### config.mk
export PLATFORM = sky130hd
export DESIGN_NAME = xpu_vpu_pc_tn_vlsu_ld_elem_seq
export DESIGN_NICKNAME = d
export VERILOG_FILES = /design/src/rtl/xpu_vpu_pc_tn_vlsu_ld_elem_seq.sv
export SDC_FILE = /design/constraint.sdc
export NUM_CORES = 1
export LEC_CHECK = 0
export BUFFER_PORTS_ARGS = -buffer_cell sky130_fd_sc_hd__clkbuf_2
export CAP_MARGIN = 20
export CORE_MARGIN = 4
export CORE_UTILIZATION = 31
export DETAILED_ROUTE_END_ITERATION = 10
export SLEW_MARGIN = 20
export SYNTH_ARGS = -nofsm -noshare
export SYNTH_HDL_FRONTEND = slang
export SYNTH_SLANG_ARGS = --single-unit
### constraint.sdc
create_clock -name vpu_clk -period 4.55 [get_ports vpu_clk]
set_input_delay 0.455 -clock vpu_clk [delete_from_list [all_inputs] [get_ports vpu_clk]]
set_output_delay 0.455 -clock vpu_clk [all_outputs]
set_load 0.02 [all_outputs]
### src/rtl/xpu_vpu_pc_tn_vlsu_ld_elem_seq.sv
// VLSU load element sequencer.
// Holds one decoded load uop and walks its elements from vstart_len up to
// ele_len. Masked-off elements are skipped at one per cycle. Each active
// element is presented as a request (index, zero-extended index field, uid)
// until it is accepted. Accepting the last active element moves straight to
// the completion cycle, so an unmasked N-element uop completes 1+N cycles
// after it was accepted.
module xpu_vpu_pc_tn_vlsu_ld_elem_seq #(
   parameter int UID_W = 8,
   parameter int VLEN  = 128,
   parameter int ENUM  = 16
) (
   input  logic             vpu_clk,
   input  logic             vpu_rst,
   input  logic             ld_uop_vld,
   output logic             ld_uop_rdy,
   input  logic [UID_W-1:0] ld_uop_uid,
   input  logic [1:0]       ld_uop_eew,
   input  logic             ld_uop_vm,
   input  logic [VLEN-1:0]  ld_uop_vidx_data,
   input  logic [3:0]       ld_uop_vidx_start,
   input  logic [ENUM-1:0]  ld_uop_vmask_data,
   input  logic [3:0]       ld_uop_vmask_start,
   input  logic [4:0]       ld_uop_ele_len,
   input  logic [4:0]       ld_uop_vstart_len,
   input  logic             ld_uop_op_last,
   input  logic             flush,
   output logic             elem_vld,
   input  logic             elem_rdy,
   output logic [UID_W-1:0] elem_uid,
   output logic [3:0]       elem_idx,
   output logic [63:0]      elem_offset,
   output logic             elem_last,
   output logic             cmplt_vld,
   output logic [UID_W-1:0] cmplt_uid,
   output logic             cmplt_op_last
);

   typedef enum logic [1:0] {
      IDLE  = 2'd0,
      SEQ   = 2'd1,
      CMPLT = 2'd2
   } state_e;

   state_e             state_q;
   logic [4:0]         cnt_q;
   logic [UID_W-1:0]   uid_q;
   logic [1:0]         eew_q;
   logic               vm_q;
   logic [VLEN-1:0]    vidx_q;
   logic [3:0]         vidx_start_q;
   logic [ENUM-1:0]    vmask_q;
   logic [3:0]         vmask_start_q;
   logic [4:0]         ele_len_q;
   logic               op_last_q;

   logic [15:0]        act_vec;
   logic [15:0]        gt_mask;
   logic [15:0]        lt_mask;
   logic [15:0]        rem_vec;
   logic               in_rng;
   logic               act_cur;
   logic               kill;
   logic [4:0]         cnt_d;
   logic [3:0]         slot_sum;

   // Per-element activity, relative to element 0 of the uop.
   always_comb begin
      act_vec = '0;
      for (int j = 0; j < 16; j++) begin
         act_vec[j] = vm_q | vmask_q[4'(vmask_start_q + 4'(j))];
      end
   end

   // Remaining-element window (cnt, ele_len) and derived control terms.
   always_comb begin
      gt_mask  = 16'hFFFF << (cnt_q + 5'd1);
      lt_mask  = ~(16'hFFFF << ele_len_q);
      rem_vec  = act_vec & gt_mask & lt_mask;
      in_rng   = (cnt_q < ele_len_q);
      act_cur  = act_vec[cnt_q[3:0]];
      kill     = flush | vpu_rst;
      cnt_d    = cnt_q + 5'd1;
      // Slot count is a power of two dividing 16, so mod 16 first is exact.
      slot_sum = vidx_start_q + cnt_q[3:0];
   end

   // Index field extraction: low slot bits select the field for each width.
   always_comb begin
      elem_offset = '0;
      unique case (eew_q)
         2'd0: elem_offset = {56'd0, vidx_q[{slot_sum[3:0], 3'b000} +: 8]};
         2'd1: elem_offset = {48'd0, vidx_q[{slot_sum[2:0], 4'b0000} +: 16]};
         2'd2: elem_offset = {32'd0, vidx_q[{slot_sum[1:0], 5'b00000} +: 32]};
         default: elem_offset = vidx_q[{slot_sum[0], 6'b000000} +: 64];
      endcase
   end

   // Request and completion outputs, suppressed in a kill cycle.
   always_comb begin
      ld_uop_rdy    = (state_q == IDLE) & ~flush;
      elem_vld      = (state_q == SEQ) & in_rng & act_cur & ~kill;
      elem_last     = (state_q == SEQ) & ~(|rem_vec);
      elem_uid      = uid_q;
      elem_idx      = cnt_q[3:0];
      cmplt_vld     = (state_q == CMPLT) & ~kill;
      cmplt_uid     = uid_q;
      cmplt_op_last = op_last_q;
   end

   // Sequencer FSM with the uop holding register.
   always_ff @(posedge vpu_clk) begin
      if (vpu_rst) begin
         state_q       <= IDLE;
         cnt_q         <= '0;
         uid_q         <= '0;
         eew_q         <= '0;
         vm_q          <= 1'b0;
         vidx_q        <= '0;
         vidx_start_q  <= '0;
         vmask_q       <= '0;
         vmask_start_q <= '0;
         ele_len_q     <= '0;
         op_last_q     <= 1'b0;
      end else if (flush) begin
         state_q <= IDLE;
      end else begin
         unique case (state_q)
            IDLE: begin
               if (ld_uop_vld) begin
                  state_q       <= SEQ;
                  cnt_q         <= ld_uop_vstart_len;
                  uid_q         <= ld_uop_uid;
                  eew_q         <= ld_uop_eew;
                  vm_q          <= ld_uop_vm;
                  vidx_q        <= ld_uop_vidx_data;
                  vidx_start_q  <= ld_uop_vidx_start;
                  vmask_q       <= ld_uop_vmask_data;
                  vmask_start_q <= ld_uop_vmask_start;
                  ele_len_q     <= ld_uop_ele_len;
                  op_last_q     <= ld_uop_op_last;
               end
            end
            SEQ: begin
               if (!in_rng) begin
                  state_q <= CMPLT;
               end else if (!act_cur) begin
                  cnt_q <= cnt_d;
               end else if (elem_rdy) begin
                  cnt_q <= cnt_d;
                  if (elem_last) state_q <= CMPLT;
               end
            end
            CMPLT: state_q <= IDLE;
            default: state_q <= IDLE;
         endcase
      end
   end

endmodule
==> run metrics <==
status complete, no violations; GRT met1 Usage 31.8%; number of remaining DRC errors 0; vias per inst 5.55; Crit. End Element primary output; setup TNS 0 ps; Crit path buffers/inverters 3; Clock Skew between 10 and 15 ps; gr busiest metal met2; RSZ-0062 raised after global routing false; row count 73; Max clock buf depth 2; most used cell, CP mux4_2; Tmin final about 4300 ps; Die Y around 210 µm; CP Max Fanout 39; initial antenna violation count 1; GRT Util Overall roughly 22%; worst r2r src vmask_start_q[1]$_SDFFE_PP0P_; Final Max Slew Viols 0; Clock Latency Late Sink 450 ps; layout cells sized above 1 29.9%; count of cell types in the netlist 71; critical path's slowest cell fa_4; I/O pins about 270; endpoints failing setup 0; Crit Path Category flip-flop to primary output; sequential share of the synthesized area 28.2%; Antenna diodes 0; Yosys reg bits 176; DRT Pass-1 Iters 5; Final Hold Fails 0; Setup crit end elem_offset[7]; DP Wirelength between 30,000 and 40,000 µm; via count 12,100; CP Depth 8; Core ar. approximately 40,000 µm²; ANT nets after route 0; Hold Buf Count CTS 0; wire per inst about 22 µm; CTS sink cnt about 180; Syn Std Cell Area 12,500 µm²; vias in the first global route approximately 12,000; Async S/R FF share, synth 0%; largest net degree at the start of global routing 99; Post-synth top flop dfxtp_1; Synth Instances 1,458; crit-path leading delay family multiplexers; reg2reg path depth 10; synthesis-to-finish area growth 19.0%; worst setup path start cnt_q[0]$_SDFFE_PP0P_; number of flops mapped to enable cells by yosys 0; Largest stage delay, worst path ~900 ps; Yosys warning count 0; Worst R2R End cnt_q[3]$_SDFFE_PP0P_; H-tree Lvls 4; worst reg-to-reg setup slack about 960 ps; Fill cells around 4,200; crit-path cells ha_4 > inv_1 > fa_4 > buf_12 > mux4_2 > mux2_2 > mux4_2 > clkbuf_2; average size of a mapped cell between 8 and 9 µm²; startpoint types flip-flop; min-delay worst type input pin to flip-flop; maximum VDD drop 0.243 mV; Max Cap Viol 0; met3 Use GR ~4.5%; Final Wtd Congestion 0.930; CTS root buffer clkbuf_16; total CTS buffers 17; GR Overflow Total 0; fmax between 0.2 and 0.25 GHz; CTS tree done; Initial DRC Count around 960; final WL slightly below 50,000 µm; Power Density between 300 and 400 nW/µm²; non-filler cells in the finished layout between 2,000 and 2,500; Die ar. 43,600 µm²; placed insts 2,151; leak pwr 5.71 nW; met2 Use GR 32.3%; Worst EP arrival about 3800 ps; first-pass GRT wire length 73,100 µm; Initial Util around a third; Synth Net Count between 1,500 and 2,000; Slew headroom between 20% and 30%; setup repair bufs after CTS 0; Chip Width roughly 210 µm; worst-margin pin slew 1090 ps; required time of the critical path between 4000 and 5000 ps; Reg clk slew, reported paths approximately 80 ps; final worst-path cycle share about 94%; Final #Nets 1,844; I/O Buffers between 200 and 300
[state kept, by name, summed over array words and instances (netlist names)]
signal and flops:
eew_q 2, cnt_q 5, cmplt_uid 8, vm_q 1
vmask_q 16, vidx_q 128, cmplt_op_last 1, vidx_start_q 4
state_q 2, vmask_start_q 4, ele_len_q 5
[cell usage after synthesis (3+ instances only)]
cell type    n  share of area [%]
o21ai_0     45                1.8
nor2_1      62                1.9
buf_1       11               0.33
mux2_2      23                2.1
a21oi_1    213                8.5
xnor2_1      7               0.49
nand2_1    386                 12
nor2b_1      5               0.25
nor3_1       4               0.16
xor2_1       5               0.35
ha_1        19                1.9
o21ai_1     13               0.52
mux2i_1     88                7.1
mux2_1       5               0.45
a211oi_1    11               0.66
a31oi_1      3               0.15
a221oi_1     3               0.21
a22oi_1      8               0.48
buf_4       15               0.90
a21o_1       6               0.36
buf_2       19               0.76
o211ai_1    14               0.84
nand2b_1    24                1.2
inv_1       24               0.72
mux4_2     117                 21
nand3_1      9               0.36
a21oi_2      3               0.21
dfxtp_1    176                 28
or2_2        3               0.15
clkbuf_1    87                2.6
[worst min path at each step]
stage | cells past startpoint | slack [ps] | start | end
finish | 3 | 220 | ld_uop_op_last | cmplt_op_last$_SDFFE_PP0P_
global route | 3 | 210 | ld_uop_vidx_data[28] | vidx_q[28]$_SDFFE_PP0P_
CTS | 3 | 200 | ld_uop_vidx_data[7] | vidx_q[7]$_SDFFE_PP0P_
detailed placement | 2 | 450 | cmplt_op_last$_SDFFE_PP0P_ | cmplt_op_last$_SDFFE_PP0P_
global placement | 2 | 440 | cmplt_op_last$_SDFFE_PP0P_ | cmplt_op_last$_SDFFE_PP0P_
floorplan | 2 | 440 | vidx_start_q[0]$_SDFFE_PP0P_ | vidx_start_q[0]$_SDFFE_PP0P_
[worst min-delay path: cells and delay by family]
family	cells	cell delay [ps]
buffers and inverters	1	80
AO/OA/AOI/OAI	1	50
AND/OR/NAND/NOR	1	40
[cells in the final DEF (no fill, tap or decap), types with 5 or more instances in the layout]
| cell type | netlist | final |
|---|---|---|
| nand2_1 | 386 | 385 |
| clkbuf_2 | 0 | 266 |
| a21oi_1 | 213 | 213 |
| dfxtp_1 | 176 | 175 |
| mux4_2 | 117 | 117 |
| mux2i_1 | 88 | 88 |
| nor2_1 | 62 | 60 |
| o21ai_0 | 45 | 45 |
| buf_4 | 15 | 29 |
| inv_1 | 24 | 24 |
| nand2b_1 | 24 | 24 |
| mux2_2 | 23 | 23 |
| ha_1 | 19 | 18 |
| clkbuf_16 | 0 | 17 |
| o211ai_1 | 14 | 14 |
| o21ai_1 | 13 | 13 |
| a211oi_1 | 11 | 11 |
| nand3_1 | 9 | 9 |
| a22oi_1 | 8 | 8 |
| a21o_1 | 6 | 6 |
| xnor2_1 | 7 | 6 |
| buf_12 | 1 | 6 |
| mux2_1 | 5 | 5 |
| nor2b_1 | 5 | 5 |
| inv_6 | 0 | 5 |
[cells by family (layout without fill, tap and decap cells)]
| kind of cell | count (synthesis) | after routing | synth area share, % |
|---|---|---|---|
| fa+ha+maj | 21 | 21 | 2.14 |
| flops | 176 | 176 | 28.2 |
| compound gates | 346 | 346 | 15.8 |
| simple gates | 510 | 510 | 16.6 |
| mux | 233 | 233 | 30.7 |
| xor+xnor | 13 | 13 | 0.971 |
| buf+inv | 159 | 359 | 5.61 |
[stage by stage]
step                      power (mW)  hold slack [ps]  setup slack, ps  area (µm²)  utilization [%]
after floorplan                 2.62              440              425       12500                -
after global placement          3.01              442              665       14300             35.9
after detailed placement        3.03              449              618       14300             35.9
after CTS                       4.51              197             93.2       14900             37.3
after global routing            4.69              208             52.6       14900             37.3
final                           4.48              216              263       14900             37.3
[metal layers]
layer / vias to the layer above / part of all wire (%)
met5: - / 0
met4: 0 / 2.7
met3: 59 / 7.8
met2: 487 / 44
met1: 5981 / 46
li1: 5590 / -
[final cells by class]
cell class                 count  area [µm²]  share of cell area [%]
sequential                   176        3520                    23.7
timing repair buffer         302        1680                    11.3
inverter                      25        93.8                   0.631
multi-input combinational   1123        8340                    56.1
clock buffer                  18         439                    2.95
tap                          525         657                    4.42
clock inverter                14         130                   0.875
[timing repair]
| action | CTS | global route |
|---|---|---|
| hold endpoints to repair | 0 | 0 |
| resized for setup | 0 | 2 |
| endpoints found under the setup margin | 0 | 5 |
[power by group]
| group | internal [mW] | leakage [nW] | total [mW] | switching, mW |
|---|---|---|---|---|
| registers | 1.62 | 1.44 | 1.78 | 0.159 |
| logic | 0.563 | 4.00 | 1.22 | 0.662 |
| clock network | 0.777 | 0.278 | 1.48 | 0.705 |
Power figures use the tool's default switching activity.
